$ cat src/rtl/iop_queue.sv
// iop_queue: decoded-IOP FIFO between instruction decode and the reservation station
// Optional build macro: IOPQ_BYPASS_EN adds an empty-queue dec_* -> id_* bypass.
// Ports:
//   clk, a_rst_n (async, active low), flush (sync discard of all entries)
//   dec_push/dec_iop/dec_init/dec_pc/dec_k16 : bundle offered by decode
//   dec_rdy (~full), dec_afull (count >= AFULL_LVL)
//   id_ack/id_iop/id_iop_init/id_pc/id_k16   : head bundle to the station
//   id_feed : station ready, pop = id_feed & id_ack
//   q_count : occupancy 0..DEPTH
module iop_queue #(
  parameter int ADDR_W    = 2,
  parameter int AFULL_LVL = 3
) (
  input  logic          clk,
  input  logic          a_rst_n,
  input  logic          flush,
  input  logic          dec_push,
  input  logic [31:0]   dec_iop,
  input  logic [2:0]    dec_init,
  input  logic [15:0]   dec_pc,
  input  logic [15:0]   dec_k16,
  output logic          dec_rdy,
  output logic          dec_afull,
  output logic          id_ack,
  output logic [31:0]   id_iop,
  output logic [2:0]    id_iop_init,
  output logic [15:0]   id_pc,
  output logic [15:0]   id_k16,
  input  logic          id_feed,
  output logic [ADDR_W:0] q_count
);
  localparam int DEPTH = 1 << ADDR_W;
  localparam logic [ADDR_W:0] FULL_CNT  = (ADDR_W+1)'(DEPTH);
  localparam logic [ADDR_W:0] AFULL_CNT = (ADDR_W+1)'(AFULL_LVL);
  logic [66:0]       mem [DEPTH];
  logic [ADDR_W-1:0] rd_ptr, wr_ptr;
  logic [ADDR_W:0]   count;
  logic [66:0]       din, head;
  logic              empty, byp, wr, rd;
  assign din   = {dec_iop, dec_init, dec_pc, dec_k16};
  assign empty = (count == '0);
`ifdef IOPQ_BYPASS_EN
  assign byp = empty & dec_push & ~flush;
`else
  assign byp = 1'b0;
`endif
  assign head      = byp ? din : empty ? '0 : mem[rd_ptr];
  assign {id_iop, id_iop_init, id_pc, id_k16} = head;
  assign id_ack    = ~flush & (~empty | byp);
  assign dec_rdy   = ~flush & (count != FULL_CNT);
  assign dec_afull = (count >= AFULL_CNT);
  assign q_count   = count;
  // A bypassed bundle consumed in the same cycle never touches storage.
  assign wr = dec_push & dec_rdy & ~(byp & id_feed);
  assign rd = id_feed & id_ack & ~byp;
  always_ff @(posedge clk or negedge a_rst_n)
    if (!a_rst_n) begin
      rd_ptr <= '0;
      wr_ptr <= '0;
      count  <= '0;
    end else if (flush) begin
      rd_ptr <= '0;
      wr_ptr <= '0;
      count  <= '0;
    end else begin
      if (wr) wr_ptr <= wr_ptr + 1'b1;
      if (rd) rd_ptr <= rd_ptr + 1'b1;
      count <= count + (ADDR_W+1)'(wr) - (ADDR_W+1)'(rd);
    end
  always_ff @(posedge clk)
    if (wr) mem[wr_ptr] <= din;
endmodule

$ cat config.mk
export PLATFORM = sky130hd
export DESIGN_NAME = iop_queue
export DESIGN_NICKNAME = d
export VERILOG_FILES = /design/src/rtl/iop_queue.sv
export SDC_FILE = /design/constraint.sdc
export NUM_CORES = 1
export LEC_CHECK = 0
export CORE_UTILIZATION = 59
export DETAILED_ROUTE_END_ITERATION = 8
export PLACE_DENSITY = 0.85
export SLEW_MARGIN = 20
export SYNTH_ARGS = -nofsm -noshare
export SYNTH_HDL_FRONTEND = slang
export SYNTH_SLANG_ARGS = --single-unit
$ cat constraint.sdc
create_clock -name clk -period 8.1 [get_ports clk]
set_clock_uncertainty 0.15 [all_clocks]
set_input_delay 1.62 -clock clk [delete_from_list [all_inputs] [get_ports clk]]
set_output_delay 1.62 -clock clk [all_outputs]
set_load 0.02 [all_outputs]
==> metrics.cfg <==
[pwr]
power_density_mw_per_mm2 = 317
peakVddDrop_mv = 0.450
p_leak_nw = 4.16

[global_route]
grt_pass1_wl_microns = 29300
grt_usage_pct = 21.7
antenna_found_initial = 1
overflow = 0
grt_max_degree = 70
first_global_vias = 5406

[logic_synthesis]
yosysWarnings = 0
synth-xor-area-share_pct = 0.166
ys_top_cells_by_area = edfxtp_1 (76%), mux4_2 (14%), nor2b_1 (4.0%), dfrtp_1 (1.7%), ha_1 (0.83%)
synthAdderAreaFrac_pct = 1.02
synth_top_cell_by_area = edfxtp_1
avgSynthCellArea_sq_um = 22.2
yosysMostFrequentCell = edfxtp_1
yosysTopAreaCellShare_pct = 76.1
synth_top_cells_by_count = edfxtp_1 (268), nor2b_1 (68), mux4_2 (67)
syn_inst = 476
ys_seq_area_share_pct = 77.8
muxShareOfSynthArea_pct = 14.4
synth_edf_count = 268
synth_area_sq_mm = 0.0106
synth_compound_area_share_pct = 0.308
async_reset_ff_share_pct = 2.55
syn_nets = 556
yosys.cell_types.count = 23
synth_top_family_by_area = multiplexers
synth-seq-cells = 275
yosys.area_share.simple_pct = 4.91
dominantRegCellSynth = edfxtp_1

[timing]
slew_headroom_pct = 30.5
period_minus_slack_ns = 5.24
setup_tns_ns = 0
setup_viol = 0
max_freq_mhz = 191
rsz0062_at_grt = no
report.final.slew_viol_count = 0
finalHoldViolations = 0
setup_ws_ns = 2.86
worst_pin_slew_ns = 1.04
fin_hold_ws_ns = 0.520
min_period_over_period_pct = 64.8

[layout]
final_util_pct = 75.3
area_delta_synth_final_pct = 24.1
drive_gt1_share_pct = 18.4
stdcell_count = 874
fin_nets = 707

[place]
dpl_worst_slack_ns = 3.31
hpwlAfterDp_microns = 10700
dp.cells = 823
place_congestion = 0.685
port_buffers = 144

[die]
dieArea_sq_mm = 0.0185
core.rowCount = 48
io_pins = 145
initial_utilization_pct = 60.7
core_sq_mm = 0.0174
dieWidth_microns = 136
die_h_microns = 136

[routing]
vias = 5110
post-route-drc-count = 0
wirelength_microns = 19400
wl_per_cell_microns = 22.2
avgViaCountPerCell = 5.85
drtPass1Iterations = 5
antenna_left = 0
drt_iter0_markers = 257

[clocking]
clock_latency_ns = 0.52
h-tree-depth = 1
post_cts_buffers = 0
hold_buffers = 0
cts-resized-gates = 0
cts_max_path_buffers = 3
cts_tree = built
cts_buffers = 27
clkTransAtPathRegs_ns = 0.06
cts-root-buf = clkbuf_16
cts.sinks = 275

[hold_path]
hold_path.class = reg -> reg

[status]
outcome = complete, no violations

[critical_path]
worstSetupPathType = reg -> out
cp_max_fo = 38
crit_required_ns = 6.33
cp.arrival_ns = 3.47
start_kind = flop
cp-end-kind = output port

[flow_run]
cap_violations = 0

-- state kept, by name (all words and copies together) (netlist names) --
signal   flops
q_count      3
mem        268
rd_ptr       2
wr_ptr       2
-- final timing paths --
path	from	endpoint	slack (ns)	cells after the start
max	rd_ptr[0]	id_iop[8]	2.86	4
min	wr_ptr[0]	wr_ptr[0]	0.52	2
max reg2reg	q_count[1]	q_count[2]	5.24	10
min reg2reg	wr_ptr[0]	wr_ptr[0]	0.52	2
max in group asynchronous	a_rst_n	rd_ptr[0]	6.27	1
min in group asynchronous	a_rst_n	q_count[1]	1.23	1
-- final cells by class --
class | instances | area (sq um)
clock inverters | 19 | 221
repair buffers | 146 | 1460
diodes | 1 | 2.50
clock buffers | 31 | 691
fillers | 969 | 4290
inverters | 7 | 26.3
flip-flops and latches | 275 | 8230
well taps | 225 | 282
multi-input cells | 170 | 2210
-- metrics by stage --
| stage | cell area [sq um] | power (mW) |
|---|---|---|
| 3_3_place_gp | 12200 | 2.90 |
| 5_1_grt | 13100 | 4.31 |
| 4_1_cts | 13100 | 4.19 |
| 2_1_floorplan | 10600 | 2.43 |
| 3_5_place_dp | 12200 | 2.93 |
| 6_report | 13100 | 4.16 |
-- critical path, stage by stage (launching register included) --
cell	delay, ns
dfrtp_4	0.94
buf_4	0.66
mux4_2	0.62
nor2b_1	0.15
clkdlybuf4s50_1	0.56
-- placed cells by master, fill, tap and decap left out, drive strengths merged, types with 3 or more instances in the layout --
cell and n:
nor2 7, mux4 67, nor2b 68, and2 4
inv 8, ha 7, edfxtp 268, dfrtp 7
clkdlybuf4s50 144, o21ai 3, clkinv 12, bufinv 5
clkbuf 31
-- routing by layer --
layer | vias to the layer above | wire length (microns) | GRT usage (%) | share of wire (%)
met4 | 0 | 327 | 5.25 | 1.7
met5 | - | 0 | 0 | 0
met2 | 183 | 10000 | 37.8 | 52
met1 | 2667 | 7680 | 28.2 | 40
li1 | 2230 | - | - | -
met3 | 30 | 1370 | 4.40 | 7.1
-- cell families after synthesis --
kind of cell               count (synthesis)
DFF                                      275
and+or+nand+nor                           86
muxes                                     68
buffers and inverters                     31
adders and majority gates                  8
AOI/OAI and AO/OA                          6
xor gates and xnor gates                   2
-- report_power, final --
part / switching (mW) / internal (mW) / total (mW)
clock network: 0.501 / 0.771 / 1.27
registers: 0.0866 / 1.65 / 1.73
logic: 0.567 / 0.584 / 1.15
total: 1.15 / 3.00 / 4.16
No activity file was read; power rests on OpenSTA's default activity.
